[src/rtl/logic_result_stage_pkg.sv]
// Shared definitions for the logic result stage: op encodings and default sizes.
package logic_stage_pkg;

    localparam int DEFAULT_WIDTH = 32;
    localparam int DEFAULT_DEPTH = 2;
    localparam int DEFAULT_CNT_W = 16;

    // Result select / chaining op codes presented alongside each beat.
    typedef enum logic [1:0] {
        OP_AND     = 2'b00,
        OP_OR      = 2'b01,
        OP_ACC_AND = 2'b10,
        OP_ACC_OR  = 2'b11
    } op_e;

    // Width of an occupancy count able to represent 0..depth inclusive.
    function automatic int occ_width(input int depth);
        return $clog2(depth) + 1;
    endfunction

endpackage

[src/rtl/logic_result_stage_if.sv]
// Upstream beat / downstream result bus of the logic result stage.
// master = the surrounding pipeline (drives beats, consumes results),
// slave  = the stage itself.
interface logic_result_stage_if
    import logic_stage_pkg::*;
#(
    parameter int WIDTH = DEFAULT_WIDTH,
    parameter int DEPTH = DEFAULT_DEPTH,
    parameter int CNT_W = DEFAULT_CNT_W
) ();

    localparam int OCC_W = occ_width(DEPTH);

    // upstream beat
    logic             in_valid;
    logic             in_ready;
    logic [1:0]       op;
    logic [WIDTH-1:0] and_in;
    logic [WIDTH-1:0] or_in;

    // downstream result
    logic             out_valid;
    logic             out_ready;
    logic [WIDTH-1:0] out_data;
    logic             out_zero;

    // status
    logic [OCC_W-1:0] occupancy;
    logic [CNT_W-1:0] retired;

    modport master (
        output in_valid, op, and_in, or_in, out_ready,
        input  in_ready, out_valid, out_data, out_zero, occupancy, retired
    );

    modport slave (
        input  in_valid, op, and_in, or_in, out_ready,
        output in_ready, out_valid, out_data, out_zero, occupancy, retired
    );

endinterface

[src/rtl/logic_result_stage_fifo.sv]
// Small register-based FIFO holding selected results until the next stage
// accepts them. Full/empty come from the occupancy count, not pointer compare,
// so pointers are plain modulo-DEPTH counters.
module result_fifo
    import logic_stage_pkg::*;
#(
    parameter int WIDTH = DEFAULT_WIDTH,
    parameter int DEPTH = DEFAULT_DEPTH
) (
    input  logic                        clk,
    input  logic                        reset,
    input  logic                        push,
    input  logic                        pop,
    input  logic [WIDTH-1:0]            din,
    output logic [WIDTH-1:0]            dout,
    output logic [occ_width(DEPTH)-1:0] occupancy,
    output logic                        full,
    output logic                        empty
);

    localparam int PTR_W = $clog2(DEPTH);
    localparam int OCC_W = occ_width(DEPTH);

    logic [PTR_W-1:0] wr_ptr_q, wr_ptr_d;
    logic [PTR_W-1:0] rd_ptr_q, rd_ptr_d;
    logic [OCC_W-1:0] occ_q, occ_d;
    logic             push_ok;
    logic             pop_ok;
    logic [WIDTH-1:0] entry_rd [DEPTH];

    assign full    = (occ_q == OCC_W'(DEPTH));
    assign empty   = (occ_q == '0);
    // Guard against overflow/underflow even if the caller misbehaves.
    assign push_ok = push && !full;
    assign pop_ok  = pop && !empty;

    // Storage: one reset-cleared register per entry so the head reads 0 after reset.
    generate
        for (genvar gi = 0; gi < DEPTH; gi++) begin : g_entry
            logic [WIDTH-1:0] entry_q, entry_d;

            // Capture the pushed word only in the slot the write pointer selects.
            always_comb begin
                entry_d = entry_q;
                if (push_ok && (wr_ptr_q == PTR_W'(gi))) begin
                    entry_d = din;
                end
            end

            // Entry register with synchronous clear.
            always_ff @(posedge clk) begin
                if (reset) begin
                    entry_q <= '0;
                end else begin
                    entry_q <= entry_d;
                end
            end

            assign entry_rd[gi] = entry_q;
        end
    endgenerate

    // Pointer and occupancy update; simultaneous push and pop leaves occupancy unchanged.
    always_comb begin
        wr_ptr_d = wr_ptr_q;
        rd_ptr_d = rd_ptr_q;
        occ_d    = occ_q;
        if (push_ok) begin
            wr_ptr_d = wr_ptr_q + 1'b1;
        end
        if (pop_ok) begin
            rd_ptr_d = rd_ptr_q + 1'b1;
        end
        case ({push_ok, pop_ok})
            2'b10:   occ_d = occ_q + 1'b1;
            2'b01:   occ_d = occ_q - 1'b1;
            default: occ_d = occ_q;
        endcase
    end

    // Pointer and occupancy registers.
    always_ff @(posedge clk) begin
        if (reset) begin
            wr_ptr_q <= '0;
            rd_ptr_q <= '0;
            occ_q    <= '0;
        end else begin
            wr_ptr_q <= wr_ptr_d;
            rd_ptr_q <= rd_ptr_d;
            occ_q    <= occ_d;
        end
    end

    assign dout      = entry_rd[rd_ptr_q];
    assign occupancy = occ_q;

endmodule

[src/rtl/logic_result_stage.sv]
// Registered consumer of the bitwise AND/OR units: selects one unit result per
// beat (optionally chained through an accumulator), queues it in a small FIFO
// and counts retired results. No combinational path from inputs to outputs.
module logic_result_stage
    import logic_stage_pkg::*;
#(
    parameter int WIDTH = DEFAULT_WIDTH,
    parameter int DEPTH = DEFAULT_DEPTH,
    parameter int CNT_W = DEFAULT_CNT_W
) (
    input  logic                  clk,
    input  logic                  reset,
    logic_result_stage_if.slave   bus
);

    localparam int OCC_W = occ_width(DEPTH);

    logic [WIDTH-1:0] acc_q, acc_d;
    logic [CNT_W-1:0] retired_q, retired_d;
    logic [WIDTH-1:0] res;
    logic             accept;
    logic             retire;
    logic             fifo_full;
    logic             fifo_empty;
    logic [WIDTH-1:0] fifo_dout;
    logic [OCC_W-1:0] fifo_occ;

    // in_ready depends only on stored occupancy, so a pop while full frees
    // the slot for the following cycle rather than the current one.
    assign bus.in_ready  = !fifo_full;
    assign bus.out_valid = !fifo_empty;
    assign accept        = bus.in_valid && !fifo_full;
    assign retire        = !fifo_empty && bus.out_ready;

    // Select the result for this beat; ACC ops combine with the previous result.
    always_comb begin
        res = bus.and_in;
        case (bus.op)
            OP_AND:     res = bus.and_in;
            OP_OR:      res = bus.or_in;
            OP_ACC_AND: res = acc_q & bus.and_in;
            OP_ACC_OR:  res = acc_q | bus.or_in;
            default:    res = bus.and_in;
        endcase
    end

    // Accumulator follows every accepted result and holds otherwise.
    always_comb begin
        acc_d = acc_q;
        if (accept) begin
            acc_d = res;
        end
    end

    // Retired counter saturates at all-ones instead of wrapping.
    always_comb begin
        retired_d = retired_q;
        if (retire && (retired_q != {CNT_W{1'b1}})) begin
            retired_d = retired_q + 1'b1;
        end
    end

    // Accumulator and counter registers.
    always_ff @(posedge clk) begin
        if (reset) begin
            acc_q     <= '0;
            retired_q <= '0;
        end else begin
            acc_q     <= acc_d;
            retired_q <= retired_d;
        end
    end

    result_fifo #(
        .WIDTH (WIDTH),
        .DEPTH (DEPTH)
    ) u_fifo (
        .clk       (clk),
        .reset     (reset),
        .push      (accept),
        .pop       (retire),
        .din       (res),
        .dout      (fifo_dout),
        .occupancy (fifo_occ),
        .full      (fifo_full),
        .empty     (fifo_empty)
    );

    assign bus.out_data  = fifo_dout;
    assign bus.out_zero  = (fifo_dout == '0);
    assign bus.occupancy = fifo_occ;
    assign bus.retired   = retired_q;

endmodule

[src/flat_wrapper.sv]
// flat-port wrapper written by rule: the top's interface ports become plain ports
module logic_result_stage_flat import logic_stage_pkg::*;
#(
    parameter int WIDTH = DEFAULT_WIDTH,
    parameter int DEPTH = DEFAULT_DEPTH,
    parameter int CNT_W = DEFAULT_CNT_W
)
  (clk, reset, bus_in_valid, bus_op, bus_and_in, bus_or_in, bus_out_ready, bus_in_ready, bus_out_valid, bus_out_data, bus_out_zero, bus_occupancy, bus_retired);
  logic_result_stage_if #(.WIDTH(WIDTH), .DEPTH(DEPTH), .CNT_W(CNT_W)) bus_i ();
  input  logic clk;
  input  logic reset;
  input wire logic [$bits(bus_i.in_valid)-1:0] bus_in_valid;
  input wire logic [$bits(bus_i.op)-1:0] bus_op;
  input wire logic [$bits(bus_i.and_in)-1:0] bus_and_in;
  input wire logic [$bits(bus_i.or_in)-1:0] bus_or_in;
  input wire logic [$bits(bus_i.out_ready)-1:0] bus_out_ready;
  output wire logic [$bits(bus_i.in_ready)-1:0] bus_in_ready;
  output wire logic [$bits(bus_i.out_valid)-1:0] bus_out_valid;
  output wire logic [$bits(bus_i.out_data)-1:0] bus_out_data;
  output wire logic [$bits(bus_i.out_zero)-1:0] bus_out_zero;
  output wire logic [$bits(bus_i.occupancy)-1:0] bus_occupancy;
  output wire logic [$bits(bus_i.retired)-1:0] bus_retired;
  assign bus_i.in_valid = bus_in_valid;
  assign bus_i.op = bus_op;
  assign bus_i.and_in = bus_and_in;
  assign bus_i.or_in = bus_or_in;
  assign bus_i.out_ready = bus_out_ready;
  assign bus_in_ready = bus_i.in_ready;
  assign bus_out_valid = bus_i.out_valid;
  assign bus_out_data = bus_i.out_data;
  assign bus_out_zero = bus_i.out_zero;
  assign bus_occupancy = bus_i.occupancy;
  assign bus_retired = bus_i.retired;
  logic_result_stage #(.WIDTH(WIDTH), .DEPTH(DEPTH), .CNT_W(CNT_W)) u_core (.clk(clk), .reset(reset), .bus(bus_i));
endmodule
[config.mk]
export PLATFORM = sky130hd
export DESIGN_NAME = logic_result_stage_flat
export DESIGN_NICKNAME = d
export VERILOG_FILES = /design/src/rtl/logic_result_stage_pkg.sv /design/src/rtl/logic_result_stage_if.sv /design/src/rtl/logic_result_stage_fifo.sv /design/src/rtl/logic_result_stage.sv /design/src/flat_wrapper.sv
export SDC_FILE = /design/constraint.sdc
export NUM_CORES = 1
export LEC_CHECK = 0
export CORE_MARGIN = 4
export CORE_UTILIZATION = 35
export CTS_CLUSTER_SIZE = 40
export DETAILED_ROUTE_END_ITERATION = 8
export GPL_TIMING_DRIVEN = 0
export REMOVE_ABC_BUFFERS = 1
export SLEW_MARGIN = 20
export SYNTH_ARGS = -nofsm -noshare
export SYNTH_HDL_FRONTEND = slang
export SYNTH_SLANG_ARGS = --single-unit
export TNS_END_PERCENT = 50
[constraint.sdc]
create_clock -name clk -period 4.9 [get_ports clk]
set_input_delay 0.98 -clock clk [delete_from_list [all_inputs] [get_ports clk]]
set_output_delay 0.98 -clock clk [all_outputs]
set_load 0.03 [all_outputs]
# After elaboration in Yosys (flattened, before gate mapping)

Index checks and enable logic that the tools add are counted.
W data, S select, Z words.

Output and inout port bits: 53
Register bits after elaboration: 116
Word-level logic and storage cells: 42
Input bits: 70

Bitwise gates (word level): 4
Add/subtract/negate cells: 5
Magnitude comparators: 1
Muxes and demuxes: 5
Reductions and logical operators: 13
Equal/unequal tests: 7

Operators by type and width:

| cell                    | number |
|---|---|
| $pmux W32 S4            | 1 |
| $mux W32                | 3 |
| $and A32 B32 Y32        | 1 |
| $logic_not A32 Y1       | 1 |
| $or A32 B32 Y32         | 1 |
| $add A16 B1 Y16 const B | 1 |
| $ne A16 B16 Y1 const B  | 1 |
| $eq A2 B2 Y1 const B    | 4 |
| $logic_and A1 B1 Y1     | 7 |
| $eq A2 B1 Y1 const B    | 2 |
| $logic_not A2 Y1        | 2 |
| $pmux W2 S2             | 1 |
| $add A1 B1 Y1 const B   | 2 |
| $add A2 B1 Y2 const B   | 1 |
| $ge A2 B2 Y1 const B    | 1 |
| $logic_not A1 Y1        | 2 |
| $not A1 Y2              | 1 |
| $reduce_bool A2 Y1      | 1 |
| $sub A2 B1 Y2 const B   | 1 |
| $not A1 Y1              | 1 |

# Depth between registers and ports, before layout

Depth in word-level cells: 6
Gate-level depth with buffers: 9
Depth with buffers taken out: 7

# Modules after synthesis

From an unflattened synthesis, not the netlist that was laid out.

Cell total of the unflattened synthesis: 706
Area total of the unflattened synthesis: 5834.3 µm²

Modules (own cells, without submodules):

| module             | seq. area each (µm²) | instances | area each (µm²) | cells each |
|---|---|---|---|---|
| result_fifo        | 1361.3               | 1         | 3250.6          | 340 |
| logic_result_stage | 960.9                | 1         | 2583.7          | 366 |

# Worst setup path after synthesis

No wires, ideal clock.

Path type: reg2out
Start point: register u_core.u_fifo.rd_ptr_q
End point: output bus_out_zero
Buffers on the path: 1
Required time: 3920 ps
Cell stages (with the launch flop): 5
Path slack: 2249 ps
Arrival: 1671 ps
Cells stage by stage: dfxtp_1 > clkbuf_1 > mux2_2 > nor3_1 > o2111a_1

Cells in the longest elaborated chain, start to end: 5

RTL lines:

| item                                         | line                          | RTL |
|---|---|---|
| start: declaration                           | logic_result_stage_fifo.sv:25 | `logic [PTR_W-1:0] rd_ptr_q, rd_ptr_d;` |
| start signal: assignment                     | logic_result_stage_fifo.sv:89 | `rd_ptr_q <= rd_ptr_d;` |
| $not A1 Y2 (implied by the code)             | logic_result_stage_fifo.sv:94 | `assign dout = entry_rd[rd_ptr_q];` |
| $mux W32 (implied by the code) (3 in series) | logic_result_stage_fifo.sv:94 |  |
| net bus_out_data[21]                         | flat_wrapper.sv:19            | `output wire logic [$bits(bus_i.out_data)-1:0] bus_out_data;` |
| $logic_not A32 Y1                            | logic_result_stage.sv:90      | `assign bus.out_zero = (fifo_dout == '0);` |
| end: declaration                             | flat_wrapper.sv:20            | `output wire logic [$bits(bus_i.out_zero)-1:0] bus_out_zero;` |

The timed path passes the listed nets, and every way through them passes these cells. The select of a mux whose other input is x is not followed.

# Final worst setup path

Start point: register u_core.u_fifo.rd_ptr_q
End point: output bus_out_zero

Cells in the longest elaborated chain, start to end: 5

RTL lines:

| item                                         | line |
|---|---|
| $not A1 Y2 (implied by the code)             | logic_result_stage_fifo.sv:94 |
| $mux W32 (implied by the code) (3 in series) | logic_result_stage_fifo.sv:94 |
| $logic_not A32 Y1                            | logic_result_stage.sv:90 |

Every way passes these cells. The select of a mux whose other input is x is not followed.

==> impl_metrics.env <==
export IMPL_status="finished, final reports clean"
export IMPL_hp_class="reg -> reg"
export IMPL_nets=881
export IMPL_dp_cells=1001
export IMPL_gp_congestion=0.828
export IMPL_core_area_um2=15300
export IMPL_wirelength_mm=16.1
export IMPL_finalNonFillerCells=1032
export IMPL_wl_per_cell_um=15.6
export IMPL_rr_startpoint="u_core.u_fifo.occupancy[0]$_SDFFE_PP0P_"
export IMPL_htreeDepth=4
export IMPL_hold_viol_final=0
export IMPL_slowest_stage="clkdlybuf4s50_1"
export IMPL_final_max_slew_viol_count=0
export IMPL_drt_iter0_drc=390
export IMPL_yosysWarnings=0
export IMPL_grt_remaining_overflow=0
export IMPL_finalCritPeriodShare=0.808
export IMPL_post_cts_setup_buffer_count=0
export IMPL_synthCells=720
export IMPL_io_buffers=122
export IMPL_cts_root_buf="clkbuf_16"
export IMPL_clk_latency_ps=410
export IMPL_cp_cell_sequence="or4b_2 > o22ai_1 > and2_1 > o2111a_1 > clkdlybuf4s50_1"
export IMPL_vdd_drop_max_mv=0.242
export IMPL_min_to="u_core.acc_q[2]$_SDFFE_PP0P_"
export IMPL_ctsResizeCount=0
export IMPL_vias_per_cell=5.23
export IMPL_syn_mean_instance_area_um2=7.67
export IMPL_clkTransAtPathRegs_ps=50
export IMPL_antenna_found_initial=0
export IMPL_worst_slew_pin_slew_ps=776
export IMPL_r2r_end="u_core.u_fifo.occupancy[1]$_SDFFE_PP0P_"
export IMPL_clock_skew_ps=5.51
export IMPL_postCtsHoldBufs=0
export IMPL_drc=0
export IMPL_syn_cell_area_um2=5520
export IMPL_holdPathStages=2
export IMPL_dieArea_um2=17900
export IMPL_start_util=0.361
export IMPL_drtPass1Iterations=5
export IMPL_ys_seq_area_frac=0.420
export IMPL_layout_min_cycle_time_ps=3960
export IMPL_grtUsageTotal=0.178
export IMPL_finalSetupViolCount=0
export IMPL_crit_arrival_ps=2980
export IMPL_slowest_delay_ps=680
export IMPL_yosysUniqueCellTypes=48
export IMPL_ys_seq_elements=116
export IMPL_antenna_left=0
export IMPL_startpoint_type="flip-flop"
export IMPL_grt_max_degree=88
export IMPL_cap_viol_max_count=0
export IMPL_fin_tns_setup_ps=0
export IMPL_grt_pass1_wl_mm=25.9
export IMPL_vias=5399
export IMPL_required_ps=3920
export IMPL_grt_pass1_vias=5118
export IMPL_cp_max_fo=20
export IMPL_rsz0062_at_grt="false"
export IMPL_cp_end_kind="output pin"
export IMPL_syn2layout_area_growth_pct=34.0
export IMPL_cts_sinks=116
export IMPL_leakagePower_nw=2.63
export IMPL_cts_buffer_depth=2
export IMPL_cts_tree="built"
export IMPL_power_density_nw_per_um2=432
export IMPL_critPathKind="reg -> out"
export IMPL_rr_worst_depth=6
export IMPL_r2r_slack_ps=1680
export IMPL_numCtsBuffers=17
export IMPL_slew_headroom=0.482
export IMPL_antenna_cells=0
export IMPL_dieHeight_um=134
export IMPL_dpl_hpwl_mm=10.4
export IMPL_rows=45
export IMPL_finalPower_mw=3.20
export IMPL_die_w_um=134
export IMPL_drive_gt1_frac=0.107
export IMPL_num_io_pins=123
export IMPL_max_freq_mhz=252
export IMPL_hold_path_startpoint="u_core.acc_q[2]$_SDFFE_PP0P_"
[sequential cells by signal, summed over array words and instances (netlist names)]
name and cells:
u_core.u_fifo.g_entry.entry_q 64, u_core.u_fifo.occupancy 2, u_core.u_fifo.rd_ptr_q 1, u_core.acc_q 32
u_core.bus.retired 16, u_core.u_fifo.wr_ptr_q 1
[report_power, final]
part	total, mW	switching (mW)	internal (mW)
clock	1.14	0.425	0.716
combinational	0.928	0.538	0.390
sequential	1.13	0.0906	1.04
total	3.20	1.05	2.14
[how the worst max path moves through the flow]
stage	from	endpoint	cells after the start
after floorplan	u_core.u_fifo.occupancy[0]$_SDFFE_PP0P_	u_core.u_fifo.occupancy[1]$_SDFFE_PP0P_	6
after global placement	bus_in_valid	u_core.u_fifo.occupancy[1]$_SDFFE_PP0P_	6
after detailed placement	bus_in_valid	u_core.u_fifo.occupancy[1]$_SDFFE_PP0P_	6
after CTS	u_core.u_fifo.rd_ptr_q$_SDFFE_PP0P_	bus_out_zero	5
after global routing	u_core.u_fifo.rd_ptr_q$_SDFFE_PP0P_	bus_out_zero	5
final	u_core.u_fifo.rd_ptr_q$_SDFFE_PP0P_	bus_out_zero	5
[metrics by stage]
step / area [um^2] / hold WS (ps) / utilization / setup WS, ps
final: 7400 / 454 / 0.483 / 938
after global routing: 7400 / 464 / 0.483 / 858
after CTS: 7400 / 454 / 0.483 / 955
after detailed placement: 6860 / 447 / 0.448 / 864
after global placement: 6760 / 440 / 0.441 / -420
after floorplan: 5270 / 427 / - / 1360
[layout by cell type, fill, tap and decap left out, types with 2 or more instances in the layout]
cell type / netlist / final
or3_1: 7 / 7
o21ba_2: 2 / 2
clkbuf_8: 0 / 2
o31ai_1: 3 / 3
a21oi_1: 141 / 141
a22oi_1: 32 / 32
nand4_1: 10 / 10
buf_2: 20 / 2
nand3_1: 6 / 4
o21ai_0: 8 / 8
dfxtp_1: 116 / 115
nand2_1: 199 / 199
clkinv_2: 0 / 5
clkdlybuf4s50_1: 0 / 119
clkinvlp_4: 0 / 3
nor3_1: 5 / 5
mux2_2: 33 / 33
xnor2_1: 2 / 2
or4_1: 8 / 8
clkbuf_16: 0 / 17
buf_12: 0 / 2
buf_16: 0 / 2
and2_1: 5 / 4
ha_1: 2 / 2
nor4_1: 10 / 10
nand3_2: 0 / 2
nor2_1: 40 / 40
clkbuf_1: 33 / 3
and4_1: 2 / 2
o22ai_1: 3 / 3
or4b_2: 2 / 2
or2_2: 3 / 3
and3_2: 1 / 3
inv_1: 2 / 2
[layer usage]
metal  global-route usage  vias to the layer above  part of all wire
met4               0.0446                        0            0.0096
li1                     -                     2689                 -
met5                    0                        -                 0
met1                0.233                     2536              0.47
met3               0.0551                       18             0.062
met2                0.286                      156              0.46
[cell families (layout without fill, tap and decap cells)]
family	Yosys count	after routing	share of synthesized area
AOI/OAI and AO/OA	196	196	0.202
xor gates and xnor gates	3	3	0.00476
adders and majority gates	2	2	0.00453
buffers and inverters	60	161	0.0487
DFF	116	116	0.420
muxes	34	34	0.0691
and+or+nand+nor	309	309	0.251
[cells in the mapped netlist, drive strengths merged]
cell type / n / area [um^2]
inv: 3 / 11.3
o2111a: 1 / 11.3
clkinv: 1 / 3.75
o21ai: 9 / 56.3
o41ai: 1 / 8.76
nor2: 40 / 150
nor4: 11 / 83.8
o31a: 1 / 8.76
o21a: 1 / 7.51
or4: 8 / 60.1
nand4: 11 / 83.8
and3: 4 / 26.3
buf: 23 / 130
or3: 7 / 43.8
nor3b: 1 / 7.51
nand2: 200 / 758
nand3: 6 / 30.0
xnor2: 2 / 17.5
nor3: 5 / 25.0
nor4b: 1 / 8.76
a21oi: 141 / 706
o21ba: 2 / 20.0
and2: 5 / 31.3
nor2b: 1 / 6.26
mux2i: 1 / 10.0
clkbuf: 33 / 124
o31ai: 3 / 22.5
nand2b: 1 / 6.26
mux2: 33 / 372
or2: 3 / 18.8
nand3b: 1 / 7.51
or4b: 2 / 20.0
o2111ai: 1 / 8.76
xor2: 1 / 8.76
a31oi: 1 / 6.26
a22oi: 32 / 240
ha: 2 / 25.0
and4: 2 / 17.5
o22ai: 3 / 18.8
dfxtp: 116 / 2320
[worst max-delay path: cells and delay by family (launching register included)]
family | cells | cell delay, ps
flops | 1 | 640
buf+inv | 1 | 680
simple gates | 2 | 860
compound gates | 2 | 390
[area by class of cell]
cell class | instances | area [um^2]
well taps | 211 | 264
clock buffers | 22 | 464
fillers | 1525 | 7910
flip-flops and latches | 116 | 2320
clock inverters | 9 | 81.3
multi-input cells | 544 | 2950
repair buffers | 126 | 1310
inverters | 4 | 16.3
(Power assumes the default switching activity.)
